===== config.mk =====
export PLATFORM = sky130hd
export DESIGN_NAME = serial_subtractor
export DESIGN_NICKNAME = d
export VERILOG_FILES = /design/src/rtl/serial_subtractor_pkg.sv /design/src/rtl/serial_subtractor_full_subtractor.sv /design/src/rtl/serial_subtractor.sv
export SDC_FILE = /design/constraint.sdc
export NUM_CORES = 1
export LEC_CHECK = 0
export ABC_AREA = 1
export BUFFER_PORTS_ARGS = -buffer_cell sky130_fd_sc_hd__buf_2
export CAP_MARGIN = 20
export CELL_PAD_IN_SITES_DETAIL_PLACEMENT = 0
export CELL_PAD_IN_SITES_GLOBAL_PLACEMENT = 1
export CORE_UTILIZATION = 42
export CTS_CLUSTER_DIAMETER = 200
export CTS_CLUSTER_SIZE = 20
export DETAILED_ROUTE_END_ITERATION = 10
export HOLD_SLACK_MARGIN = 0.12
export PLACE_DENSITY_LB_ADDON = 0.1
export SLEW_MARGIN = 20
export SYNTH_ARGS = -nofsm -noshare
export SYNTH_HDL_FRONTEND = slang
export SYNTH_SLANG_ARGS = --single-unit

===== constraint.sdc =====
create_clock -name clk -period 1.7 [get_ports clk]
set_input_delay 0.255 -clock clk [delete_from_list [all_inputs] [get_ports clk]]
set_output_delay 0.255 -clock clk [all_outputs]
set_load 0.1 [all_outputs]

===== src/rtl/serial_subtractor_pkg.sv =====
// Shared definitions for the bit-serial subtractor: FSM state encodings and default width.
package serial_subtractor_pkg;

    localparam int SUB_DEFAULT_WIDTH = 8;

    typedef enum logic [1:0] {
        ST_IDLE = 2'd0,
        ST_RUN  = 2'd1,
        ST_DONE = 2'd2
    } sub_state_t;

endpackage


===== src/rtl/serial_subtractor_full_subtractor.sv =====
// One-bit full subtractor: d = a - b - bin, with borrow out.
module full_subtractor (
    input  logic a,
    input  logic b,
    input  logic bin,
    output logic d,
    output logic bout
);

    assign d    = a ^ b ^ bin;
    assign bout = (~a & b) | (~(a ^ b) & bin);

endmodule


===== src/rtl/serial_subtractor.sv =====
// Bit-serial unsigned subtractor: computes a - b LSB first, one bit per clock,
// and publishes the aligned result with the final borrow when the last bit is done.
module serial_subtractor
    import serial_subtractor_pkg::*;
#(
    parameter int WIDTH = SUB_DEFAULT_WIDTH
) (
    input  logic             clk,
    input  logic             rst,
    input  logic             start,
    input  logic [WIDTH-1:0] a,
    input  logic [WIDTH-1:0] b,
    output logic             busy,
    output logic             done,
    output logic [WIDTH-1:0] diff,
    output logic             borrow_out
);

    localparam int CW = $clog2(WIDTH);
    localparam logic [CW-1:0] LAST_BIT = CW'(WIDTH - 1);

    sub_state_t       state_q, state_d;
    logic [WIDTH-1:0] a_sh_q, a_sh_d;
    logic [WIDTH-1:0] b_sh_q, b_sh_d;
    logic [WIDTH-1:0] res_q, res_d;
    logic [WIDTH-1:0] diff_q, diff_d;
    logic [CW-1:0]    cnt_q, cnt_d;
    logic             borrow_q, borrow_d;
    logic             borrow_out_q, borrow_out_d;
    logic             busy_q, busy_d;
    logic             done_q, done_d;
    logic             d_bit;
    logic             bout_bit;

    full_subtractor u_fs (
        .a    (a_sh_q[0]),
        .b    (b_sh_q[0]),
        .bin  (borrow_q),
        .d    (d_bit),
        .bout (bout_bit)
    );

    always_comb begin
        state_d      = state_q;
        a_sh_d       = a_sh_q;
        b_sh_d       = b_sh_q;
        res_d        = res_q;
        diff_d       = diff_q;
        cnt_d        = cnt_q;
        borrow_d     = borrow_q;
        borrow_out_d = borrow_out_q;
        case (state_q)
            ST_IDLE: begin
                if (start) begin
                    state_d  = ST_RUN;
                    a_sh_d   = a;
                    b_sh_d   = b;
                    borrow_d = 1'b0;
                    cnt_d    = '0;
                end
            end
            ST_RUN: begin
                res_d    = {d_bit, res_q[WIDTH-1:1]};
                a_sh_d   = a_sh_q >> 1;
                b_sh_d   = b_sh_q >> 1;
                borrow_d = bout_bit;
                // Counter parks at the last bit index instead of wrapping.
                if (cnt_q == LAST_BIT) begin
                    state_d      = ST_DONE;
                    diff_d       = {d_bit, res_q[WIDTH-1:1]};
                    borrow_out_d = bout_bit;
                end else begin
                    cnt_d = cnt_q + CW'(1);
                end
            end
            ST_DONE: state_d = ST_IDLE;
            default: state_d = ST_IDLE;
        endcase
        busy_d = (state_d == ST_RUN);
        done_d = (state_d == ST_DONE);
    end

    always_ff @(posedge clk or posedge rst) begin
        if (rst) begin
            state_q      <= ST_IDLE;
            a_sh_q       <= '0;
            b_sh_q       <= '0;
            res_q        <= '0;
            diff_q       <= '0;
            cnt_q        <= '0;
            borrow_q     <= 1'b0;
            borrow_out_q <= 1'b0;
            busy_q       <= 1'b0;
            done_q       <= 1'b0;
        end else begin
            state_q      <= state_d;
            a_sh_q       <= a_sh_d;
            b_sh_q       <= b_sh_d;
            res_q        <= res_d;
            diff_q       <= diff_d;
            cnt_q        <= cnt_d;
            borrow_q     <= borrow_d;
            borrow_out_q <= borrow_out_d;
            busy_q       <= busy_d;
            done_q       <= done_d;
        end
    end

    assign busy       = busy_q;
    assign done       = done_q;
    assign diff       = diff_q;
    assign borrow_out = borrow_out_q;

endmodule


-- Word-level counts from Yosys, hierarchy flattened
Index checks and enable logic that the tools add are counted.
- logic and storage cells: 41
- output and inout port bits: 11
- bits of input ports: 19
- register bits after elaboration: 41
- bitwise gates (word level): 7
- muxes and demuxes: 12
- add/subtract/negate cells: 1
- reduce and logical (&&, ||, !) cells: 5
- equality and inequality tests: 6
- operators by type and width (operator ; count):
    case mux 8 bit (2 select lines) ; 2
    two-way mux 8 bit ; 2
    two-way mux 3 bit ; 2
    case mux 3 bit (2 select lines) ; 1
    equality test 2 x 1 -> 1 bit, second input constant ; 2
    two-way mux 2 bit ; 2
    != test 2 bit, second input constant ; 2
    case mux 2 bit (2 select lines) ; 1
    AND reduction 2 bit ; 2
    adder 3 x 1 -> 3 bit, second input constant ; 1
    equality test 3 bit, second input constant ; 1
    AND reduction 3 bit ; 1
    AND 1 bit ; 2
    equality test 2 bit, second input constant ; 1
    zero test 2 bit ; 1
    NOT 1 bit ; 2
    case mux 1 bit (2 select lines) ; 1
    nonzero test 2 bit ; 1
    bitwise XOR 1 bit ; 2
    two-way mux 1 bit ; 1
    bitwise OR 1 bit ; 1

-- Depth between registers and ports, before layout
- depth after elaboration: 5
- depth in mapped cells: 8
- depth with buffers taken out: 8

-- Modules after synthesis
From an unflattened synthesis, not the netlist that was laid out.
- cell total of the unflattened synthesis: 230
- area, all modules: 1901.8 um2
- modules (own cells, without submodules) (module ; cells an instance ; times used ; seq. area each (um2) ; area an instance (um2)):
    serial_subtractor ; 226 ; 1 ; 1001.0 ; 1870.5
    full_subtractor ; 4 ; 1 ; 0.0 ; 31.3

-- Worst setup path after synthesis
OpenSTA, ideal clock, no wires.
- path kind: reg-to-reg
- start: reg cnt_q[0]
- end: reg borrow_out_q, in the netlist borrow_out
- path buffers: 1
- required time: 1.624 ns
- library setup time: 0.076 ns
- stages on the path, launching flop included: 9
- setup slack: 0.400 ns
- data arrival time: 1.224 ns
- period minus slack after synthesis: 1.300 ns
- cell sequence: dfrtp_1 -> ha_1 -> ha_1 -> nand2_2 -> inv_2 -> nand2_4 -> buf_6 -> nand2_1 -> o21ai_1
- cells in the longest elaborated chain, start to end: 2
- ends and longest elaborated chain (item ; line ; text):
    from (decl) ; serial_subtractor.sv:27 ; logic [CW-1:0] cnt_q, cnt_d;
    from (signal assigned) ; serial_subtractor.sv:101 ; cnt_q <= cnt_d;
    equality test 3 bit ; serial_subtractor.sv:68 ; if (cnt_q == LAST_BIT) begin
    AND reduction 2 bit (no source line) ; - ;
    to (signal assigned) ; serial_subtractor.sv:103 ; borrow_out_q <= borrow_out_d;
    to (decl) ; serial_subtractor.sv:29 ; logic borrow_out_q, borrow_out_d;
Every way passes these cells.
A chain may end at the register's enable or synchronous reset.

-- Worst setup path in the final report
- start: reg cnt_q[0]
- end: reg diff_q[0], in the netlist diff[0]
- cells in the longest elaborated chain, start to end: 2
- ends and longest elaborated chain (item ; line ; text):
    equality test 3 bit ; serial_subtractor.sv:68 ;
    AND reduction 2 bit (no source line) ; - ;
    to (signal assigned) ; serial_subtractor.sv:100 ; diff_q <= diff_d;
    to (decl) ; serial_subtractor.sv:26 ; logic [WIDTH-1:0] diff_q, diff_d;
Every way passes these cells.

==> results.md <==
- CTS clk-pin slew, worst paths: 0.08 ns
- CTS tree: yes
- Critical path's top delay family: flip-flops
- Drt total wl: 3.527 mm
- Post-synthesis cell type count: 19
- Buf+Inv Stages, Crit Path: 2
- Final nets: 282
- Met2 routed WL: 1.570 mm
- Crit path DAT: 1.58 ns
- Post-CTS setup buffers: 0
- Post-CTS resize count: 0
- Design Power: 4964 uW
- Worst-Margin Slew: 0.5146 ns
- Root buf cell: clkbuf_8
- # port buffers: 29
- Relative slew slack: 65.70%
- Seq pwr share: 33.2%
- Register area share after synthesis: 50.38%
- P&R area growth vs syn: 13.85%
- Status: finished, final reports clean
- Final Worst Setup Slack: 0.3003 ns
- Place WS: 0.3007 ns
- Dpl hpwl: 2.443 mm
- Initial DRT Pass Iterations: 6
- Syn Area/Cell: 8.753 um2
- Cell area after synthesis: 1987 um2
- Top Layer Used: met4
- Vias in the first global route: 1,447
- Clock power share: 15.6%
- CTS Buf Count: 5
- Worst vdd rail ir drop: 1036 uV
- RSZ-0062 raised after global routing: no
- Core area: 4444 um2
- Leak: 0.001298 uW
- Final Hold Slack: 0.1990 ns
- Final min period: 1.400 ns
- DRC violations left: 0
- Iteration-0 DRC Markers: 66
- Antenna-violating nets left: 0
- Total congestion overflow: 0
- Crit path kind: register to register
- Chip width: 70.78 um
- Largest net degree at the start of global routing: 41
- GP Congestion: 0.7318
- Clock Latency Late Sink: 0.29 ns
- CP Capture Type: register
- Slowest CP cell: dfrtp_1
- Post-CTS Hold Fix Bufs: 1
- Layout cells sized above 1: 27.20%
- Worst path cell trace: ha_1 > ha_1 > nand2_2 > inv_2 > nand2_4 > inv_1 > nand2_1 > nand2_1
- Inserted Diodes: 0
- Max cap viols: 0
- DIE HEIGHT: 70.78 um
- Crit Path Max Fanout: 17
- P_int: 2527 uW
- Yosys warning count: 0
- Vias per inst: 4.575
- Via count: 1,432
- # clock sinks: 40
- Setup_tns: 0 ns
- Switching share of power: 49.09%
- Tcrit/Tclk final: 82.34%
- Critical path required time: 1.88 ns
- WL/cell: 11.27 um
- WL met3: 120 um
- Global-route wire length before repair: 6.361 mm
- Seq cells post-synth: 40
- Final Core Density: 50.90%
- H-Tree Depth: 2
- Hold/Removal Path Class: input pin to register
- Final slew viol count: 0
- Final hold violations: 0
- Met1 wire length: 1.800 mm
- Initial antenna violation count: 0
- CTS Buffer Depth: 2
- Gate power share: 51.2%
- F_max: 714.4 MHz
- Setup Skew: 0.006074 ns
- Starting Density: 44.71%
- # IOs: 30
- Rows: 24
- Critical path launch point type: register
- Die area: 5010 um2
- Post-synthesis cell count: 227
- # setup viols final: 0
- Power density cells: 2194 nW/um2
- Net Switching: 2437 uW
- Total global-route track usage: 16.36%
- Mapped Nets: 249
- Worst stage delay on the critical path: 0.40 ns
layer usage:
layer / vias to the layer above / GRT usage (%)
li1: 750 / -
met1: 657 / 20.96
met2: 20 / 27.14
met3: 5 / 4.274
met4: 0 / 5.333
met5: - / 0
Yosys cell counts:
master	number	area [um2]
buf_2	2	10.01
inv_1	39	146.4
nand3_2	12	120.1
nand2_4	4	45.04
buf_12	1	20.02
nand2_1	73	274.0
buf_6	5	56.30
ha_1	2	25.02
buf_4	1	7.510
nor2_1	2	7.510
o21ai_0	1	5.000
inv_2	5	18.77
dfrtp_1	40	1001
o21ai_2	6	52.55
fa_1	1	20.02
o21ai_1	10	50.05
o21ai_4	1	16.27
nand2_2	1	6.260
nand3_1	21	105.1
cell families (layout without fill, tap and decap cells):
| group | Yosys count | after routing | synth area share (%) |
|---|---|---|---|
| AOI/OAI and AO/OA | 18 | 18 | 6.234 |
| DFF | 40 | 40 | 50.38 |
| buffers and inverters | 53 | 87 | 13.04 |
| adders and majority gates | 3 | 3 | 2.267 |
| and+or+nand+nor | 113 | 113 | 28.09 |
path summary, 6_finish.rpt:
check / startpoint / endpoint / depth (start not counted) / slack (ns)
setup / recovery: cnt_q[0] / diff[0] / 8 / 0.30
hold / removal: b[7] / b_sh_q[7] / 3 / 0.20
setup reg to reg: cnt_q[0] / diff[0] / 8 / 0.30
hold reg to reg: diff[5] / diff[5] / 2 / 0.48
max in group asynchronous: rst / cnt_q[2] / 4 / 0.72
min in group asynchronous: rst / a_sh_q[2] / 4 / 0.62
area by class of cell:
cell class / count / area (um2)
inverters: 44 / 165.2
fillers: 440 / 2182
multi-input cells: 134 / 726.9
repair buffers: 35 / 192.7
well taps: 52 / 65.06
flip-flops and latches: 40 / 1001
clock inverters: 3 / 42.54
clock buffers: 5 / 68.82
metrics by stage:
step,instance area [um2],cells
finish,2262,313
global route,2262,313
CTS,2262,313
detailed placement,2141,304
global placement,2141,304
floorplan,1987,227
registers in the layout, summed over array words and instances (netlist names), 2 cells and up:
register / flops
a_sh_q: 8
res_q: 7
b_sh_q: 8
diff: 8
state_q: 2
cnt_q: 3
worst reg2reg max path, delay by kind of cell (launching register included):
family | cells | cell delay (ns)
adder cells (fa/ha/maj) | 2 | 0.40
flip-flops | 1 | 0.40
buffers and inverters | 2 | 0.14
AND/OR/NAND/NOR | 4 | 0.36
cell usage in the layout, fill, tap and decap left out, types with 4 or more instances in the layout:
cell / netlist / routed
nand3_1: 21 / 21
nand2_1: 73 / 73
nand2_4: 4 / 4
buf_2: 2 / 29
buf_4: 1 / 5
nand3_2: 12 / 12
clkbuf_8: 0 / 5
dfrtp_1: 40 / 40
o21ai_2: 6 / 6
inv_1: 39 / 39
o21ai_1: 10 / 10
inv_2: 5 / 5
power by group through the flow:
stage	Sequential, uW	Clock [uW]	Combinational, uW
final	1650	776	2540
after global routing	1700	844	2830
after CTS	1660	809	2590
after detailed placement	1680	0	2570
after global placement	1670	0	2580
after floorplan	2430	0	1420
(Power assumes the default switching activity.)
